**config.mk**
```make
export PLATFORM = sky130hd
export DESIGN_NAME = pll_lock_sequencer
export DESIGN_NICKNAME = d
export VERILOG_FILES = /design/src/rtl/pll_lock_sequencer.sv
export SDC_FILE = /design/constraint.sdc
export NUM_CORES = 1
export LEC_CHECK = 0
export BUFFER_PORTS_ARGS = -buffer_cell sky130_fd_sc_hd__buf_2
export CAP_MARGIN = 20
export CORE_ASPECT_RATIO = 1.4
export CORE_UTILIZATION = 26
export DETAILED_ROUTE_END_ITERATION = 16
export PLACE_DENSITY_LB_ADDON = 0.05
export SLEW_MARGIN = 40
export SYNTH_ARGS = -nofsm -noshare
export SYNTH_HDL_FRONTEND = slang
export SYNTH_SLANG_ARGS = --single-unit
```
**constraint.sdc**
```tcl
create_clock -name clk_in -period 6.3 [get_ports clk_in]
set_clock_uncertainty 0.15 [all_clocks]
set_input_delay 0.63 -clock clk_in [delete_from_list [all_inputs] [get_ports clk_in]]
set_output_delay 0.63 -clock clk_in [all_outputs]
set_load 0.1 [all_outputs]
```
**src/rtl/pll_lock_sequencer.sv**
```systemverilog
// Sequences the pixel-clock PLL reset and holds the video domain in reset until lock is stable.
// Optional lock-loss counter: define PLL_SEQ_LOSS_CNT_EN to implement loss_cnt (tied to 0 otherwise).
module pll_lock_sequencer #(
  parameter int AR_CYCLES     = 16,
  parameter int LOCK_TIMEOUT  = 10000,
  parameter int STABLE_CYCLES = 1024,
  parameter int MAX_RETRIES   = 3,
  localparam int RW = (MAX_RETRIES > 0) ? $clog2(MAX_RETRIES + 1) : 1
) (
  input  logic          clk_in,
  input  logic          rst_n,
  input  logic          pll_locked,
  input  logic          restart,
  output logic          pll_areset,
  output logic          video_rst_n,
  output logic          ready,
  output logic          fault,
  output logic [RW-1:0] retry_cnt,
  output logic [7:0]    loss_cnt
);

  localparam int CNT_MAX_AT = (AR_CYCLES > LOCK_TIMEOUT) ? AR_CYCLES : LOCK_TIMEOUT;
  localparam int CNT_MAX    = (CNT_MAX_AT > STABLE_CYCLES) ? CNT_MAX_AT : STABLE_CYCLES;
  localparam int CW         = $clog2(CNT_MAX + 1);

  localparam logic [CW-1:0] AR_LAST     = CW'(AR_CYCLES - 1);
  localparam logic [CW-1:0] TO_LAST     = CW'(LOCK_TIMEOUT - 1);
  localparam logic [CW-1:0] ST_LAST     = CW'(STABLE_CYCLES - 1);
  localparam logic [RW-1:0] RETRY_LIMIT = RW'(MAX_RETRIES);

  typedef enum logic [2:0] {
    S_RESET_PLL,
    S_WAIT_LOCK,
    S_STABLE,
    S_RUN,
    S_FAULT
  } state_t;

  state_t        state_reg, state_next;
  logic [CW-1:0] cnt_reg, cnt_next;
  logic [RW-1:0] retry_reg, retry_next;
  logic [1:0]    sync_reg;
  logic          locked_s;

  assign locked_s = sync_reg[1];

  always_comb begin
    state_next = state_reg;
    cnt_next   = cnt_reg;
    retry_next = retry_reg;
    if (restart) begin
      state_next = S_RESET_PLL;
      retry_next = '0;
    end else begin
      case (state_reg)
        S_RESET_PLL: begin
          cnt_next = cnt_reg + 1'b1;
          if (cnt_reg == AR_LAST) state_next = S_WAIT_LOCK;
        end
        S_WAIT_LOCK: begin
          cnt_next = cnt_reg + 1'b1;
          if (locked_s) begin
            state_next = S_STABLE;
          end else if (cnt_reg == TO_LAST) begin
            if (retry_reg == RETRY_LIMIT) begin
              state_next = S_FAULT;
            end else begin
              retry_next = retry_reg + 1'b1;
              state_next = S_RESET_PLL;
            end
          end
        end
        S_STABLE: begin
          cnt_next = cnt_reg + 1'b1;
          if (!locked_s) begin
            state_next = S_WAIT_LOCK;
          end else if (cnt_reg == ST_LAST) begin
            state_next = S_RUN;
            retry_next = '0;
          end
        end
        S_RUN: begin
          if (!locked_s) state_next = S_RESET_PLL;
        end
        S_FAULT: begin
        end
        default: state_next = S_RESET_PLL;
      endcase
    end
    // Every state entry (including a restart into RESET_PLL) starts the shared counter from zero.
    if (restart || (state_next != state_reg)) cnt_next = '0;
  end

  always_ff @(posedge clk_in or negedge rst_n) begin
    if (!rst_n) begin
      sync_reg    <= '0;
      state_reg   <= S_RESET_PLL;
      cnt_reg     <= '0;
      retry_reg   <= '0;
      pll_areset  <= 1'b1;
      video_rst_n <= 1'b0;
      ready       <= 1'b0;
      fault       <= 1'b0;
    end else begin
      sync_reg    <= {sync_reg[0], pll_locked};
      state_reg   <= state_next;
      cnt_reg     <= cnt_next;
      retry_reg   <= retry_next;
      // Outputs decoded from the next state so they switch on the same edge as the state.
      pll_areset  <= (state_next == S_RESET_PLL) || (state_next == S_FAULT);
      video_rst_n <= (state_next == S_RUN);
      ready       <= (state_next == S_RUN);
      fault       <= (state_next == S_FAULT);
    end
  end

  assign retry_cnt = retry_reg;

`ifdef PLL_SEQ_LOSS_CNT_EN
  logic [7:0] loss_reg;
  logic       loss_event;

  // A restart wins over a simultaneous lock loss, so that edge is not counted.
  assign loss_event = (state_reg == S_RUN) && !restart && !locked_s;

  always_ff @(posedge clk_in or negedge rst_n) begin
    if (!rst_n) begin
      loss_reg <= '0;
    end else if (loss_event && (loss_reg != 8'hFF)) begin
      loss_reg <= loss_reg + 1'b1;
    end
  end

  assign loss_cnt = loss_reg;
`else
  assign loss_cnt = 8'd0;
`endif

endmodule

```
# Word level (Yosys, flattened, before mapping)
# Cells that the tools add are included.
# W data, S select, Z words.
[totals]
reg_bits = 24
input_bits = 4
out_inout_bits = 14
elab_cells = 54
[op_classes]
add_sub_neg = 2
n_eq_ne = 17
n_mux = 19
n_reduce_logical = 9
[ops]
columns = ["op", "count"]
rows = [
  ["$mux W14", 3],
  ["$mux W3", 8],
  ["$ne A3 B3 Y1 const B", 5],
  ["$pmux W3 S5", 1],
  ["$add A14 B1 Y14 const B", 1],
  ["$eq A14 B10 Y1 const B", 1],
  ["$eq A14 B14 Y1 const B", 1],
  ["$eq A14 B4 Y1 const B", 1],
  ["$mux W2", 6],
  ["$eq A3 B2 Y1 const B", 3],
  ["$eq A3 B3 Y1 const B", 2],
  ["$logic_not A3 Y1", 2],
  ["$reduce_and A6 Y1", 1],
  ["$pmux W2 S2", 1],
  ["$eq A3 B1 Y1 const B", 1],
  ["$ne A3 B3 Y1", 1],
  ["$reduce_bool A3 Y1", 1],
  ["$reduce_or A3 Y1", 1],
  ["$add A2 B1 Y2 const B", 1],
  ["$eq A2 B2 Y1 const B", 1],
  ["$logic_or A1 B1 Y1", 2],
  ["$ne A2 B1 Y1 const B", 1],
  ["$reduce_and A2 Y1", 1],
  ["$reduce_bool A2 Y1", 1],
]

# Longest topological paths before layout
# Gate-level depths: netlist (run 1).
[logic_depth]
ltp_word = 10
depth_mapped = 7
depth_no_buf = 6

# Worst setup path before layout (run 1)
# Ideal clock, no wire load.
[synth_timing]
path_type = "flip-flop to flip-flop"
start = "reg cnt_reg[0]"
end = "reg cnt_reg[0]"
setup_ns = 0.128
arrival_ns = 1.961
slack_ns = 4.061
path_stages_with_launch = 7
path_cell_list = "dfrtp_1 -> ha_1 -> nand3_1 -> or4_1 -> a211oi_1 -> a2bb2oi_4 -> nor3_1"
[synth_via]
elab_chain_cells = 9
word_cells_on_any_way = 19
classes_between = "add/sub (1); eq/ne (5); mux (10); reduce/logical (3)"
[synth_lines]
columns = ["item", "line_no", "text"]
rows = [
  ["start, declared", "40", "logic [CW-1:0] cnt_reg, cnt_next;"],
  ["start signal, assigned", "107", "cnt_reg <= cnt_next;"],
  ["$eq A14 B10 Y1 or $eq A14 B14 Y1 (tied branches)", "77, 64", ""],
  ["$mux W3 (on tied branches)", "77, 64", ""],
  ["$mux W3 (on tied branches)", "75, 62", ""],
  ["$pmux W3 S5", "55", "case (state_reg)"],
  ["$mux W3", "51", "if (restart) begin"],
  ["$ne A3 B3 Y1", "91", "if (restart || (state_next != state_reg)) cnt_next = '0;"],
  ["$logic_or A1 B1 Y1", "91", ""],
  ["$ne A2 B1 Y1 (no line) or $reduce_bool A2 Y1 (tied branches)", "-", ""],
  ["$reduce_and A2 Y1 (no line)", "-", ""],
]
# Several ways; a longest one is shown, not always the timed one. The select of a mux whose other input is x is not followed.
# A chain may end at the register's enable or synchronous reset.

# Worst setup path in the final report (run 1)
[layout_timing]
start = "reg cnt_reg[0]"
end = "reg cnt_reg[8]"
# Same word-level chain as after synthesis.

==> flow_metrics.tcl, run 1 <==
set metrics [dict create \
    fin_area_um2 1480 \
    track_usage_pct 12.0 \
    crit_type "flip-flop to flip-flop" \
    path_max_fanout 10 \
    start_util_pct 27.6 \
    yosys-top-cells-area "dfrtp_1 (42%), xor2_1 (5.8%), buf_4 (4.9%), nor3_1 (4.8%), nand2_1 (3.6%)" \
    antenna_found_initial 0 \
    max_stage_delay_ns 0.61 \
    cp_num_buf_inv 0 \
    clk_latency_ns 0.27 \
    slew_violations 0 \
    synth-edff-count 0 \
    slew_headroom_pct 60.3 \
    synth_top_area_share_pct 42.2 \
    dp_slack_ns 3.71 \
    power_density_nw_per_um2 201 \
    port-buffer-count 9 \
    synth_seq_cells 24 \
    synthFlopType "dfrtp_1" \
    report.final.hold_viol_count 0 \
    outcome "finished, final reports clean" \
    grt_pass1_vias 986 \
    largest_reg_flops 14 \
    drt-initial-drc-count 36 \
    cap_violations 0 \
    layout_common_cells "dfrtp_1 (23), nand2_1 (13), nor3_1 (13)" \
    regArea_um2 602 \
    diodes 0 \
    synthArstFlopShare_pct 100 \
    end_kind "flip-flop" \
    worst_pin_slew_ns 0.596 \
    ys_warn_count 0 \
    drtAntennaViolNets 0 \
    multi_input_area_um2 688 \
    fillCellCount 561 \
    rr_startpoint "cnt_reg[0]$_DFFE_PN0P_" \
    dp_hpwl_mm 2.19 \
    cts_tree "built" \
    ioPinCount 18 \
    dieHeight_um 87.7 \
    syn_to_final_growth_pct 8.52 \
    placed_cell_area_um2 1430 \
    timing.final.crit_share_pct 41.3 \
    path_cells "ha_1 -> nand3_1 -> or4_1 -> a211oi_1 -> a2bb2oi_4 -> nor3_1" \
    max_freq_mhz 385 \
    core_um2 4950 \
    place_congestion 0.717 \
    rows 30 \
    clock_sinks 24 \
    ir_worst_vdd_mv 0.0497 \
    p_leak_nw 0.669 \
    ys_seq_area_share_pct 44.1 \
    worstRegToRegCells 6 \
    viasPerCell 4.74 \
    grt_pass1_wl_mm 5.11 \
    finalWirelength_mm 2.93 \
    syn_area_um2 1370 \
    instances_no_fill 213 \
    drtPass1Iterations 4 \
    post_drt_wl_per_cell_um 13.8 \
    cp.arrival_ns 2.58 \
    synthDominantAreaCellType "dfrtp_1" \
    ctsResizeCount 0 \
    critPathTopFamily "compound AO/OA/AOI/OAI gates" \
    worst_hold_path_type "primary input to asynchronous set/reset pin" \
    syn_inst 143 \
    grt_max_degree 25 \
    whs_ns 0.193 \
    die_area_um2 5550 \
    drive_gt1_share_pct 12.8 \
    synth_cell_types 38 \
    avgSynthCellArea_um2 9.55 \
    r2r_slack_ns 3.70 \
    setup_tns_ns 0 \
    cp.required_ns 6.28 \
    rsz0062_at_grt "no" \
    cts_hold_buf 0 \
    setup_ws_ns 3.70 \
    postCtsSetupBuffers 0 \
    route.detailed.drc 0 \
    worstSetupStartpointType "flip-flop" \
    final_common_cell "dfrtp_1" \
    worst_path_max_delay_cell "or4_1" \
    r2r_end "cnt_reg[8]$_DFFE_PN0P_" \
    fin_util_pct 29.9 \
    grt-ovfl-total 0 \
    dp_cells 209 \
    finalSetupViolations 0 \
    p_total_mw 0.298 \
    die_w_um 63.2 \
    clk_pin_slew_ns 0.09 \
    cts_htree_levels 1 \
    cts_buffer_depth 2 \
    fin_crit_ns 2.60 \
    cts_root_buffer "clkbuf_8" \
    fin_nets 156 \
    cts_buffers 3 \
    vias 1010 \
]
[worst max-delay path by stage]
stage	startpoint	to	slack, ns	cells past startpoint
after CTS	cnt_reg[0]$_DFFE_PN0P_	cnt_reg[0]$_DFFE_PN0P_	3.69	6
after detailed placement	cnt_reg[0]$_DFFE_PN0P_	cnt_reg[0]$_DFFE_PN0P_	3.71	6
final	cnt_reg[0]$_DFFE_PN0P_	cnt_reg[8]$_DFFE_PN0P_	3.70	6
after global placement	cnt_reg[0]$_DFFE_PN0P_	cnt_reg[1]$_DFFE_PN0P_	3.73	6
after global routing	cnt_reg[0]$_DFFE_PN0P_	cnt_reg[0]$_DFFE_PN0P_	3.51	6
after floorplan	cnt_reg[0]$_DFFE_PN0P_	cnt_reg[0]$_DFFE_PN0P_	4.06	6
[report_power, final]
group | switching [mW] | internal (mW)
registers | 0.00252 | 0.156
logic | 0.0289 | 0.00373
clock network | 0.0505 | 0.0558
[logic make-up (layout without fill, tap and decap cells)]
logic type | Yosys count | after routing | share of synthesized area, %
AOI/OAI and AO/OA | 13 | 13 | 7.33
xor gates and xnor gates | 14 | 14 | 8.98
adders and majority gates | 2 | 2 | 1.83
buffers and inverters | 17 | 16 | 7.42
DFF | 24 | 24 | 44.1
muxes | 3 | 3 | 2.29
other | 1 | 8 | 0.275
and+or+nand+nor | 69 | 69 | 27.8
[Yosys cell counts (2+ instances only)]
cell type  number
o22ai_1         2
and4_1          2
or4_1           5
inv_1           3
nor2_1         11
and3_1          2
nand2b_1        2
and2_1          3
xnor2_1         5
buf_4           9
xor2_1          9
nor3_1         13
dfrtp_1        23
a21oi_1         6
nor4_1          2
nand4_1         4
mux2i_1         2
clkbuf_1        2
ha_1            2
nand3_1         3
buf_2           3
nand3b_1        2
nand2_1        13
[per-layer routing]
layer	up-vias	track usage (%)	share of wire, %
li1	496	-	-
met1	498	14.6	43
met2	14	21.1	54
met3	2	1.56	2.0
met4	0	4.96	1.1
met5	-	0	0
[area by class of cell]
type / instances / share of cell area (%)
multi-input cells: 109 / 46.5
inverters: 3 / 0.760
repair buffers: 9 / 3.04
well taps: 64 / 5.41
flip-flops and latches: 24 / 40.6
clock buffers: 4 / 3.72
[worst register-to-register path, delay by kind of cell (launching register included)]
family / cells / cell delay [ns]
fa+ha+maj: 1 / 0.20
simple gates: 3 / 0.86
flops: 1 / 0.40
compound gates: 2 / 0.85
Note: power is estimated with default switching activity, not from simulation.
==> run 2: changes to the inputs <==
--- a/config.mk
+++ b/config.mk
@@ -5,6 +5,7 @@
 export SDC_FILE = /design/constraint.sdc
 export NUM_CORES = 1
 export LEC_CHECK = 0
+export ABC_AREA = 1
 export BUFFER_PORTS_ARGS = -buffer_cell sky130_fd_sc_hd__buf_2
 export CAP_MARGIN = 20
 export CORE_ASPECT_RATIO = 1.4
==> constraint.sdc (replaced) <==
create_clock -name clk_in -period 2.7 [get_ports clk_in]
set_clock_uncertainty 0.15 [all_clocks]
set_input_delay 0.27 -clock clk_in [delete_from_list [all_inputs] [get_ports clk_in]]
set_output_delay 0.27 -clock clk_in [all_outputs]
set_load 0.1 [all_outputs]
==> run 2 against run 1 <==
  * Design area rose by 11%
  * Critical path type unchanged
  * Total power rose to 2.8 times the previous value
  * Highest routed layer unchanged
  * Combinational power rose to 3.8 times the previous value
  * Count of clock-buffer cells in the layout fell by 1
  * Clock power rose to 3.0 times the previous value
  * Die area rose by 8.5%
==> flow_metrics.tcl, run 2 <==
set metrics [dict create \
    vias 1023 \
    clk_latency_ns 0.27 \
    grt_max_degree 25 \
    yosys-top-cells-area "dfrtp_1 (39%), nor2_4 (9.1%), nand2_1 (7.6%), nor2_1 (5.3%), xor2_1 (5.3%)" \
    worstSetupStartpointType "flip-flop" \
    synthFlopType "dfrtp_1" \
    path_depth 11 \
    die_area_um2 6020 \
    drt-initial-drc-count 31 \
    start_util_pct 26.9 \
    dp_hpwl_mm 2.23 \
    fin_util_pct 29.8 \
    worst_pin_slew_ns 0.569 \
    grt_pass1_wl_mm 4.94 \
    diodes 0 \
    ys_seq_area_share_pct 40.5 \
    synthDominantAreaCellType "dfrtp_1" \
    max_freq_mhz 491 \
    grt_pass1_vias 1091 \
    synth_common_cells "nand2_1 (30), dfrtp_1 (23), nor2_1 (21)" \
    outcome "finished, final reports clean" \
    ir_worst_vdd_mv 0.168 \
    place_congestion 0.705 \
    crit_top_cell "nand2_1" \
    clock_sinks 24 \
    p_leak_nw 0.760 \
    drtPass1Iterations 4 \
    antenna_found_initial 0 \
    path_max_fanout 14 \
    r2r_slack_ns 0.66 \
    cts_hold_buf 2 \
    port-buffer-count 9 \
    cts_buffers 3 \
    cp-startpoint "cnt_reg[1]$_DFFE_PN0P_" \
    cts_buffer_depth 2 \
    ioPinCount 18 \
    slew_headroom_pct 62.1 \
    track_usage_pct 10.9 \
    layout_common_cells "nand2_1 (30), dfrtp_1 (23), nor2_1 (21)" \
    rr_startpoint "cnt_reg[1]$_DFFE_PN0P_" \
    path_cells "ha_1 -> nand3_4 -> nor2_4 -> nand2_1 -> nand2_1 -> nand2_1 -> nand3_2 -> nand2_2 -> nand2_2 -> nand3_4 -> nor2_1" \
    drtAntennaViolNets 0 \
    crit_path_end "cnt_reg[2]$_DFFE_PN0P_" \
    avgSynthCellArea_um2 8.89 \
    finalWirelength_mm 2.86 \
    max_stage_delay_ns 0.38 \
    timing.final.crit_share_pct 75.5 \
    report.final.hold_viol_count 0 \
    final_common_cell "nand2_1" \
    cts_root_buffer "clkbuf_8" \
    syn_inst 167 \
    core_um2 5530 \
    cts_tree "built" \
    worst_hold_path_type "primary input to flip-flop" \
    post_drt_wl_per_cell_um 11.6 \
    finalSetupViolations 0 \
    dp_slack_ns 0.640 \
    route.detailed.drc 0 \
    die_w_um 65.9 \
    rsz0062_at_grt "no" \
    power_density_nw_per_um2 501 \
    syn_to_final_growth_pct 10.8 \
    worstRegToRegCells 11 \
    fin_nets 186 \
    viasPerCell 4.14 \
    synth-edff-count 0 \
    critPathTopFamily "simple AND/OR/NAND/NOR gates" \
    ys_warn_count 0 \
    whs_ns 0.180 \
    synth_seq_cells 24 \
    grt-ovfl-total 0 \
    cap_violations 0 \
    setup_ws_ns 0.662 \
    slew_violations 0 \
    cp.arrival_ns 2.09 \
    r2r_end "cnt_reg[2]$_DFFE_PN0P_" \
    crit_type "flip-flop to flip-flop" \
    setup_tns_ns 0 \
    synth.most_common_cell "nand2_1" \
    postCtsSetupBuffers 0 \
    synthArstFlopShare_pct 100 \
    worst_path_max_delay_cell "dfrtp_1" \
    dp_cells 241 \
    instances_no_fill 247 \
    ctsResizeCount 0 \
    rows 32 \
    cp_num_buf_inv 0 \
    clk_pin_slew_ns 0.10 \
    cts_htree_levels 1 \
    largest_reg_flops 14 \
    cp.required_ns 2.75 \
    syn_area_um2 1490 \
    dieHeight_um 91.4 \
    synth_top_area_share_pct 38.8 \
    fin_crit_ns 2.04 \
    synth_cell_types 27 \
    end_kind "flip-flop" \
    drive_gt1_share_pct 25.1 \
]
## run 2: stage by stage
step / cell area (um^2) / total power, mW
after floorplan: 1510 / 0.498
after global placement: 1550 / 0.508
after detailed placement: 1550 / 0.509
after CTS: 1650 / 0.837
after global routing: 1650 / 0.856
final: 1650 / 0.824
## run 2: cells by family (layout without fill, tap and decap cells)
group	Yosys count	count (layout)	synth area share [%]
flip-flops	24	24	40.5
XOR/XNOR	13	13	7.67
other	1	8	0.252
multiplexers	1	1	0.674
adder cells (fa/ha/maj)	2	2	1.68
AND/OR/NAND/NOR	91	91	36.1
AO/OA/AOI/OAI	7	7	2.61
buffers and inverters	28	33	10.4
## run 2: area by class of cell
cell class                      count  area, um^2
Fill cell                         605        3880
Timing Repair Buffer               11        65.1
Tap cell                           68        85.1
Sequential cell                    24         602
Clock inverter                      1        30.0
Inverter                           18        67.6
Clock buffer                        3        41.3
Multi-Input combinational cell    122         754
## run 2: per-layer routing
metal,track usage [%],part of all wire [%],wire length (um)
met3,2.01,2.0,57
met2,19.6,55,1580
met5,0,0,0
met1,12.3,41,1180
met4,3.80,1.6,45
## run 2: worst register-to-register path, delay by kind of cell, from the launching register on
family	cells	cell delay [ns]
flip-flops	1	0.38
AND/OR/NAND/NOR	10	1.21
adder cells (fa/ha/maj)	1	0.21
## run 2: power by group
group          internal (mW)  switching, mW
combinational         0.0173          0.108
sequential             0.368        0.00790
clock                  0.198          0.124
## run 2: worst min path at each step
stage / startpoint / to / slack (ns) / depth (start not counted)
floorplan: rst_n / cnt_reg[0]$_DFFE_PN0P_ / -0.18 / 0
global placement: rst_n / cnt_reg[12]$_DFFE_PN0P_ / 0.17 / 1
detailed placement: rst_n / retry_cnt[0]$_DFFE_PN0P_ / 0.17 / 1
CTS: restart / retry_cnt[1]$_DFFE_PN0P_ / 0.18 / 4
global route: restart / retry_cnt[1]$_DFFE_PN0P_ / 0.22 / 4
finish: restart / retry_cnt[1]$_DFFE_PN0P_ / 0.18 / 4
